## config.mk

```make
export PLATFORM = sky130hd
export DESIGN_NAME = tt_um_serial_addsub
export DESIGN_NICKNAME = d
export VERILOG_FILES = /design/src/rtl/serial_addsub_pkg.sv /design/src/rtl/full_adder_bit.sv /design/src/rtl/tt_um_serial_addsub.sv
export SDC_FILE = /design/constraint.sdc
export NUM_CORES = 1
export LEC_CHECK = 0
export BUFFER_PORTS_ARGS = -buffer_cell sky130_fd_sc_hd__buf_4
export CELL_PAD_IN_SITES_DETAIL_PLACEMENT = 1
export CELL_PAD_IN_SITES_GLOBAL_PLACEMENT = 1
export CORE_MARGIN = 5
export CORE_UTILIZATION = 30
export CTS_BUF_LIST = sky130_fd_sc_hd__clkbuf_4
export CTS_CLUSTER_DIAMETER = 150
export DETAILED_ROUTE_END_ITERATION = 10
export GPL_ROUTABILITY_DRIVEN = 0
export PLACE_DENSITY = 0.68
export SYNTH_ARGS = -nofsm -noshare
export SYNTH_HDL_FRONTEND = slang
export SYNTH_SLANG_ARGS = --single-unit
```

## constraint.sdc

```tcl
create_clock -name clk -period 1.4 [get_ports clk]
set_clock_uncertainty 0.05 [all_clocks]
set_input_delay 0.14 -clock clk [delete_from_list [all_inputs] [get_ports clk]]
set_output_delay 0.14 -clock clk [all_outputs]
set_load 0.01 [all_outputs]
```

## src/rtl/serial_addsub_pkg.sv

```systemverilog
// ============================================================================
// serial_addsub_pkg : shared state encoding and uio bit positions
// Revision: 1.0
// ============================================================================
`default_nettype none

package serial_addsub_pkg;

  typedef enum logic [1:0] {
    ST_IDLE = 2'd0,
    ST_RUN  = 2'd1,
    ST_DONE = 2'd2
  } state_t;

  localparam int UIO_LOAD_A = 0;
  localparam int UIO_LOAD_B = 1;
  localparam int UIO_START  = 2;
  localparam int UIO_SUB    = 3;
  localparam int UIO_OVF    = 4;
  localparam int UIO_COUT   = 5;
  localparam int UIO_DONE   = 6;
  localparam int UIO_BUSY   = 7;

  localparam logic [7:0] UIO_OE_MASK = 8'hF0;

endpackage

`default_nettype wire

```

## src/rtl/full_adder_bit.sv

```systemverilog
// ============================================================================
// full_adder_bit : single-bit full adder, reused every cycle by the serial core
// Revision: 1.0
// ============================================================================
`default_nettype none

module full_adder_bit (
  input  logic a,
  input  logic b,
  input  logic cin,
  output logic s,
  output logic cout
);

  assign s    = a ^ b ^ cin;
  assign cout = (a & b) | (a & cin) | (b & cin);

endmodule

`default_nettype wire

```

## src/rtl/tt_um_serial_addsub.sv

```systemverilog
// ============================================================================
// tt_um_serial_addsub : bit-serial add/subtract unit, LSB first, one bit/cycle
// Revision: 1.0
// ============================================================================
`default_nettype none

module tt_um_serial_addsub
  import serial_addsub_pkg::*;
#(
  parameter int WIDTH = 8
) (
  input  logic       clk,
  input  logic       rst_n,
  input  logic       ena,
  input  logic [7:0] ui_in,
  input  logic [7:0] uio_in,
  output logic [7:0] uo_out,
  output logic [7:0] uio_out,
  output logic [7:0] uio_oe
);

  if (WIDTH < 2 || WIDTH > 8) begin : g_bad_width
    $error("tt_um_serial_addsub: WIDTH must be within 2..8");
  end

  localparam logic [2:0] LAST_BIT = 3'(WIDTH - 1);

  state_t             state_q, state_d;
  logic [WIDTH-1:0]   a_q, a_d, b_q, b_d;
  logic [WIDTH-1:0]   result_q, result_d;
  logic [WIDTH-1:0]   sh_a_q, sh_a_d, sh_b_q, sh_b_d, sum_q, sum_d;
  logic               cout_q, cout_d, ovf_q, ovf_d;
  logic               sub_q, sub_d, carry_q, carry_d;
  logic [2:0]         cnt_q, cnt_d;

  logic load_a, load_b, start, sub;
  logic fa_s, fa_co;
  logic unused_inputs;

  assign load_a        = uio_in[UIO_LOAD_A];
  assign load_b        = uio_in[UIO_LOAD_B];
  assign start         = uio_in[UIO_START];
  assign sub           = uio_in[UIO_SUB];
  assign unused_inputs = &{1'b0, ui_in, uio_in[7:4]};

  // Subtraction is A + ~B + 1: invert B per bit and seed the carry with sub.
  full_adder_bit u_fa (
    .a    (sh_a_q[0]),
    .b    (sh_b_q[0] ^ sub_q),
    .cin  (carry_q),
    .s    (fa_s),
    .cout (fa_co)
  );

  always_comb begin
    state_d  = state_q;
    a_d      = a_q;
    b_d      = b_q;
    result_d = result_q;
    sh_a_d   = sh_a_q;
    sh_b_d   = sh_b_q;
    sum_d    = sum_q;
    cout_d   = cout_q;
    ovf_d    = ovf_q;
    sub_d    = sub_q;
    carry_d  = carry_q;
    cnt_d    = cnt_q;
    if (ena) begin
      case (state_q)
        ST_RUN: begin
          sh_a_d  = sh_a_q >> 1;
          sh_b_d  = sh_b_q >> 1;
          sum_d   = {fa_s, sum_q[WIDTH-1:1]};
          carry_d = fa_co;
          cnt_d   = cnt_q + 3'd1;
          // Result and flags are published only here, so RUN never shows partial sums.
          if (cnt_q == LAST_BIT) begin
            state_d  = ST_DONE;
            result_d = {fa_s, sum_q[WIDTH-1:1]};
            cout_d   = fa_co;
            ovf_d    = carry_q ^ fa_co;
          end
        end
        default: begin
          if (load_a && load_b) begin
            a_d = result_q;
          end else if (load_a) begin
            a_d = ui_in[WIDTH-1:0];
          end else if (load_b) begin
            b_d = ui_in[WIDTH-1:0];
          end
          if (start) begin
            state_d = ST_RUN;
            sh_a_d  = a_d;
            sh_b_d  = b_d;
            carry_d = sub;
            sub_d   = sub;
            cnt_d   = '0;
          end
        end
      endcase
    end
  end

  always_ff @(posedge clk) begin
    if (!rst_n) begin
      state_q  <= ST_IDLE;
      a_q      <= '0;
      b_q      <= '0;
      result_q <= '0;
      sh_a_q   <= '0;
      sh_b_q   <= '0;
      sum_q    <= '0;
      cout_q   <= 1'b0;
      ovf_q    <= 1'b0;
      sub_q    <= 1'b0;
      carry_q  <= 1'b0;
      cnt_q    <= '0;
    end else begin
      state_q  <= state_d;
      a_q      <= a_d;
      b_q      <= b_d;
      result_q <= result_d;
      sh_a_q   <= sh_a_d;
      sh_b_q   <= sh_b_d;
      sum_q    <= sum_d;
      cout_q   <= cout_d;
      ovf_q    <= ovf_d;
      sub_q    <= sub_d;
      carry_q  <= carry_d;
      cnt_q    <= cnt_d;
    end
  end

  always_comb begin
    uo_out              = '0;
    uo_out[WIDTH-1:0]   = result_q;
    uio_out             = '0;
    uio_out[UIO_OVF]    = ovf_q;
    uio_out[UIO_COUT]   = cout_q;
    uio_out[UIO_DONE]   = (state_q == ST_DONE);
    uio_out[UIO_BUSY]   = (state_q == ST_RUN);
    uio_oe              = UIO_OE_MASK;
  end

endmodule

`default_nettype wire

```

==> results of run 1 <==
metal layers:
layer	GRT usage (%)	routed length [um]	up-vias
met5	0	0	-
li1	-	-	1088
met4	2.422	25	0
met1	18.90	3579	1107
met2	23.73	3781	33
met3	2.503	199	4
sequential cells by signal (all words and copies together) (netlist names), 2 cells and up:
name     cells
uo_out       8
cnt_q        3
sh_a_q       8
sh_b_q       8
a_q          8
state_q      2
sum_q        7
b_q          8
what timing repair did:
action / in CTS / in global routing
hold buffers: 8 / 0
pin swaps: 1 / 6
gates cloned: 0 / 3
setup endpoints to repair: 20 / 36
setup buffers: 8 / 2
gates resized for setup: 10 / 36
endpoints found under the hold margin: 8 / 0
placed cells by master (no fill, tap or decap), types with 2 or more instances in the layout:
cell	count
nor2_1	23
a221oi_1	4
a22o_1	7
a211oi_1	4
and2_4	4
dlygate4sd3_1	8
conb_1	12
a22oi_1	3
buf_12	3
dfxtp_1	51
inv_1	2
nor2b_1	2
mux2i_1	23
buf_6	4
clkbuf_4	6
o21ai_2	6
a21o_1	7
dfxtp_2	5
o21ai_0	8
a211oi_2	7
a21oi_1	26
clkinv_1	2
a221oi_2	3
buf_4	47
nand2_1	53
worst register-to-register path, cell delays in order, from the launching register on:
cell and delay [ns]:
dfxtp_2 0.36, nand2b_4 0.19, buf_4 0.15, and3_4 0.22, buf_12 0.13, nor2_1 0.05
a211oi_2 0.19
cells in the mapped netlist, drive strengths merged, types with 2 or more instances:
cell type	n
clkbuf	9
conb	2
buf	25
a22o	7
nor2b	2
and2	4
o21ai	16
a22oi	3
a221oi	7
nand3	2
a21oi	27
inv	3
xnor2	2
mux2i	23
nand2	54
a211oi	11
nor2	24
dfxtp	56
ha	2
a21o	7
per-stage QoR:
step	worst slack (ns)	TNS [ns]	utilization, %	cells
finish	-0.007323	-0.01373	39.61	449
global route	-0.09339	-1.214	39.61	449
CTS	-0.04511	-0.2035	37.68	444
detailed placement	-0.1422	-1.131	34.90	420
global placement	-0.05791	-0.2249	34.90	420
floorplan	-0.01914	-0.03827	-	305
report_power, final:
group          switching, mW  leakage (nW)  internal (mW)
clock network          0.524        0.0293          0.212
registers             0.0348         0.457           1.65
logic                  0.282         0.865          0.228
how the worst max path moves through the flow:
stage	from	endpoint	slack [ns]	depth (start not counted)
2_1_floorplan	state_q[1]$_SDFFE_PN0P_	sh_a_q[4]$_SDFFE_PN0P_	-0.02	8
3_3_place_gp	cnt_q[0]$_SDFFE_PN0P_	cout_q$_SDFFE_PN0P_	-0.06	5
3_5_place_dp	cnt_q[0]$_SDFFE_PN0P_	cout_q$_SDFFE_PN0P_	-0.14	5
4_1_cts	state_q[1]$_SDFFE_PN0P_	sh_a_q[4]$_SDFFE_PN0P_	-0.05	6
5_1_grt	state_q[1]$_SDFFE_PN0P_	a_q[2]$_SDFFE_PN0P_	-0.09	6
6_report	state_q[1]$_SDFFE_PN0P_	a_q[7]$_SDFFE_PN0P_	-0.007	6
kinds of logic after synthesis:
group	count (synthesis)	synth area share, %
xor+xnor	2	0.6797
other cells	2	0.2914
buf+inv	38	9.611
flops	56	43.50
compound gates	80	20.29
mux	24	9.369
simple gates	90	14.51
fa+ha+maj	3	1.747
area by class of cell:
class                      instances  area [sq um]  share of cell area [%]
multi-input combinational        213          1386                   42.18
sequential                        56          1127                   34.30
timing repair buffer              63         563.0                   17.13
tap                              105         131.4                   3.997
clock buffer                       6         45.04                   1.370
inverter                           4         22.52                  0.6852
clock inverter                     2         11.26                  0.3426
==> reports/summary.txt, run 1 <==
status -> finished, violations left
failing checks -> setup timing
cell count after synthesis -> 295
Cell Area, Placed -> 2897 sq um
area delta synth->final -> 27.52%
routed vias/inst -> 4.971
IO Pins -> 43
first-pass GRT wire length -> 11520 um
core area -> 8299 sq um
top cell type by total area after synthesis -> dfxtp_1
GRT Overall Usage -> 14.01%
WHS -> 0.09923 ns
clk sinks -> 56
drt drc -> 0
initial antenna violation count -> 0
Longest Clk Path Bufs -> 2
DP Wirelength -> 4886 um
Slowest-stage cell, CP -> dfxtp_2
total power -> 2.933 mW
# rows -> 33
Root Driver -> clkbuf_4
number of global-route vias before repair -> 2241
Worst VDD drop -> 0.0004560 V
layout cells sized above 1 -> 29.36%
Max Cap Viol -> 0
post-synthesis sequential area ratio -> 43.50%
TritonCTS clock tree -> yes
# fillers -> 984
reg2reg setup slack -> -0.007 ns
starting density of the core -> 31.06%
setup ws final -> -0.007323 ns
Mapped Area -> 2577 sq um
Seq cells post-synth -> 56
wire length per cell -> 16.90 um
EDFF count, synth -> 0
Top FF cell, synth -> dfxtp_1
IO buf count -> 26
Max Slew Vio Count -> 0
Setup crit end kind -> register
library cells used by synthesis -> 35
CTS H-tree depth -> 2
ANT nets after route -> 0
final instance area -> 3287 sq um
Die Wd -> 102.7 um
Setup Crit Path Kind -> register to register
leakage power -> 1.352 nW
critical path's top delay family -> simple AND/OR/NAND/NOR gates
Slowest Stage Delay on Critical Path -> 0.36 ns
Worst Path Buf+Inv -> 2
final WL -> 7586 um
Tcrit/Tclk final -> 100.5%
CP arrival -> 1.67 ns
Avg Inst Size Synth -> 8.737 sq um
final setup violating endpoints -> 3
DIE HEIGHT -> 102.7 um
nets@finish -> 365
minimum clock period -> 1.407 ns
hold worst-path end -> state_q[0]$_SDFFE_PN0P_
Worst setup SP type -> register
Iter 0 DRT Violations -> 125
Hold Violations, Final -> 0
Hold/Removal Path Class -> primary input to register
CP Max Fanout -> 8
Worst R2R End -> a_q[7]$_SDFFE_PN0P_
Worst-path clk slew -> 0.16 ns
Area contributors post-synth -> dfxtp_1 (43%), mux2i_1 (8.9%), nand2_1 (7.9%)
largest net degree at the start of global routing -> 43
gr ovfl total -> 0
CTS Buf Count -> 5
pwr dens -> 892.2 nW/um^2
drt pass-1 iters -> 4
Async SR Flop Fraction -> 0%
Syn. warnings -> 0
reg2reg start -> state_q[1]$_SDFFE_PN0P_
worst-path cell chain -> nand2b_4, buf_4, and3_4, buf_12, nor2_1, a211oi_2
die area -> 10550 sq um
Hold Crit Start -> uio_in[2]
Required @ worst endpoint -> 1.66 ns
via count -> 2232
WHS Path Cells -> 3
reg2reg path depth -> 6
top cell type's share of synthesized area -> 43.50%
Ant. Diodes -> 0
maximum clock frequency -> 710.6 MHz
RSZ-0062 raised after global routing -> true
Clock Latency Late Sink -> 0.38 ns
Note: power is estimated with default switching activity, not from simulation.
==> run 2: changes to the inputs <==
--- a/config.mk
+++ b/config.mk
@@ -10,7 +10,7 @@
 export CELL_PAD_IN_SITES_GLOBAL_PLACEMENT = 1
 export CORE_MARGIN = 5
 export CORE_UTILIZATION = 30
-export CTS_BUF_LIST = sky130_fd_sc_hd__clkbuf_4
+export CTS_BUF_LIST = sky130_fd_sc_hd__clkbuf_8 sky130_fd_sc_hd__clkbuf_16
 export CTS_CLUSTER_DIAMETER = 150
 export DETAILED_ROUTE_END_ITERATION = 10
 export GPL_ROUTABILITY_DRIVEN = 0
==> reports/summary.txt, run 2 (same netlist as run 1, synthesis figures left out) <==
Ant. Diodes -> 0 (unchanged)
met1 Use GR -> 18.52% (was 18.90%)
Worst setup SP type -> register (unchanged)
Required @ worst endpoint -> 1.60 ns (was 1.66 ns)
GR peak layer -> met2 (unchanged)
starting density of the core -> 31.06% (unchanged)
CP arrival -> 1.58 ns (was 1.67 ns)
CP Max Fanout -> 7 (was 8)
drt drc -> 0 (unchanged)
IO buf count -> 26 (unchanged)
maximum clock frequency -> 724.6 MHz (was 710.6 MHz)
CTS H-tree depth -> 2 (unchanged)
Worst-path clk slew -> 0.10 ns (was 0.16 ns)
reg2reg start -> state_q[1]$_SDFFE_PN0P_ (unchanged)
core area -> 8299 sq um (unchanged)
initial antenna violation count -> 0 (unchanged)
most frequent cells in the layout -> nand2_1 (54), dfxtp_1 (52), buf_4 (41), a21oi_1 (27) (was nand2_1 (53), dfxtp_1 (51), buf_4 (47), a21oi_1 (26))
area delta synth->final -> 19.32% (was 27.52%)
Hold Crit Start -> ui_in[3] (was uio_in[2])
# rows -> 33 (unchanged)
Die Wd -> 102.7 um (unchanged)
via count -> 2093 (was 2232)
GRT Overall Usage -> 13.40% (was 14.01%)
Clock Latency Late Sink -> 0.31 ns (was 0.38 ns)
pwr dens -> 989.9 nW/um^2 (was 892.2 nW/um^2)
RSZ-0062 raised after global routing -> true (unchanged)
reg2reg setup slack -> 0.02 ns (was -0.007 ns)
Setup WS pre-CTS -> -0.1422 ns (unchanged)
routed vias/inst -> 4.845 (was 4.971)
first-pass GRT wire length -> 11070 um (was 11520 um)
Hold Violations, Final -> 0 (unchanged)
GR Layer Usage met3 -> 2.300% (was 2.503%)
Worst R2R End -> sh_b_q[0]$_SDFFE_PN0P_ (was a_q[7]$_SDFFE_PN0P_)
drt pass-1 iters -> 4 (unchanged)
commonest non-fill, non-tap cell in the layout -> nand2_1 (unchanged)
clk sinks -> 56 (unchanged)
reg2reg path depth -> 4 (was 6)
DP Wirelength -> 4886 um (unchanged)
status -> finished, final reports clean (was finished, violations left)
ANT nets after route -> 0 (unchanged)
Worst setup startpoint -> state_q[1]$_SDFFE_PN0P_ (unchanged)
Hold/Removal Path Class -> primary input to register (unchanged)
setup ws final -> 0.01996 ns (was -0.007323 ns)
Worst VDD drop -> 0.0004329 V (was 0.0004560 V)
leakage power -> 1.272 nW (was 1.352 nW)
die area -> 10550 sq um (unchanged)
Tcrit/Tclk final -> 98.57% (was 100.5%)
final setup violating endpoints -> 0 (was 3)
number of global-route vias before repair -> 2149 (was 2241)
gr ovfl total -> 0 (unchanged)
IO Pins -> 43 (unchanged)
CTS Buf Count -> 5 (unchanged)
Setup crit end kind -> register (unchanged)
grt met2 use -> 22.34% (was 23.73%)
final WL -> 6847 um (was 7586 um)
layout cells sized above 1 -> 22.02% (was 29.36%)
hold_buf cts -> 0 (was 8)
Max Cap Viol -> 0 (unchanged)
hold worst-path end -> b_q[3]$_SDFFE_PN0P_ (was state_q[0]$_SDFFE_PN0P_)
Iter 0 DRT Violations -> 99 (was 125)
WHS Path Cells -> 3 (unchanged)
Max Slew Vio Count -> 0 (unchanged)
largest net degree at the start of global routing -> 43 (unchanged)
DIE HEIGHT -> 102.7 um (unchanged)
nets@finish -> 348 (was 365)
Longest Clk Path Bufs -> 2 (unchanged)
wire length per cell -> 15.85 um (was 16.90 um)
Root Driver -> clkbuf_8 (was clkbuf_4)
TritonCTS clock tree -> yes (unchanged)
WHS -> 0.03357 ns (was 0.09923 ns)
Setup Crit Path Kind -> register to register (unchanged)
minimum clock period -> 1.380 ns (was 1.407 ns)
## run 2: metal layers
metal,up-vias,part of all wire [%],wire length (um)
met5,-,0,0
met4,0,0.60,41
met3,6,3.0,204
met2,33,48,3311
met1,1004,48,3289
li1,1050,-,-
## run 2: what timing repair did
item                                    4_1_cts  5_1_grt
cloned                                        0        1
resized for setup                             6       12
buffers inserted                              2        1
endpoints found under the setup margin       20       34
pin swaps                                     1        2
## run 2: final cells by class
| type | instances | area, sq um |
|---|---|---|
| timing repair buffer | 47 | 401.6 |
| multi-input combinational | 212 | 1300 |
| tap | 105 | 131.4 |
| clock buffer | 6 | 82.58 |
| clock inverter | 2 | 11.26 |
| sequential | 56 | 1126 |
| fill | 998 | 5224 |
| inverter | 4 | 22.52 |
## run 2: worst max path at each step
stage / cells past startpoint / slack (ns) / to
after global routing: 4 / -0.06 / sh_b_q[0]$_SDFFE_PN0P_
after CTS: 4 / 0.003 / uio_out[7]
final: 4 / 0.02 / sh_b_q[0]$_SDFFE_PN0P_
after floorplan: 8 / -0.02 / sh_a_q[4]$_SDFFE_PN0P_
after detailed placement: 5 / -0.14 / cout_q$_SDFFE_PN0P_
after global placement: 5 / -0.06 / cout_q$_SDFFE_PN0P_
## run 2: power by group
| part | switching (mW) | internal, mW |
|---|---|---|
| combinational | 0.250 | 0.184 |
| clock | 0.534 | 0.397 |
| sequential | 0.0311 | 1.65 |
## run 2: through the flow
step,util [%],instances,total power [mW],area [sq um],setup TNS (ns)
floorplan,-,305,2.001,2625,-0.03827
CTS,36.41,430,3.063,3022,0
finish,37.06,432,3.044,3075,0
global placement,34.90,420,2.112,2897,-0.2249
detailed placement,34.90,420,2.122,2897,-1.131
global route,37.06,432,3.203,3075,-0.6269
## run 2: worst max-delay path, stage by stage, from the launching register on
cell	delay, ns
dfxtp_2	0.35
nand2b_4	0.21
nand2_1	0.24
a221oi_1	0.35
a21o_1	0.12
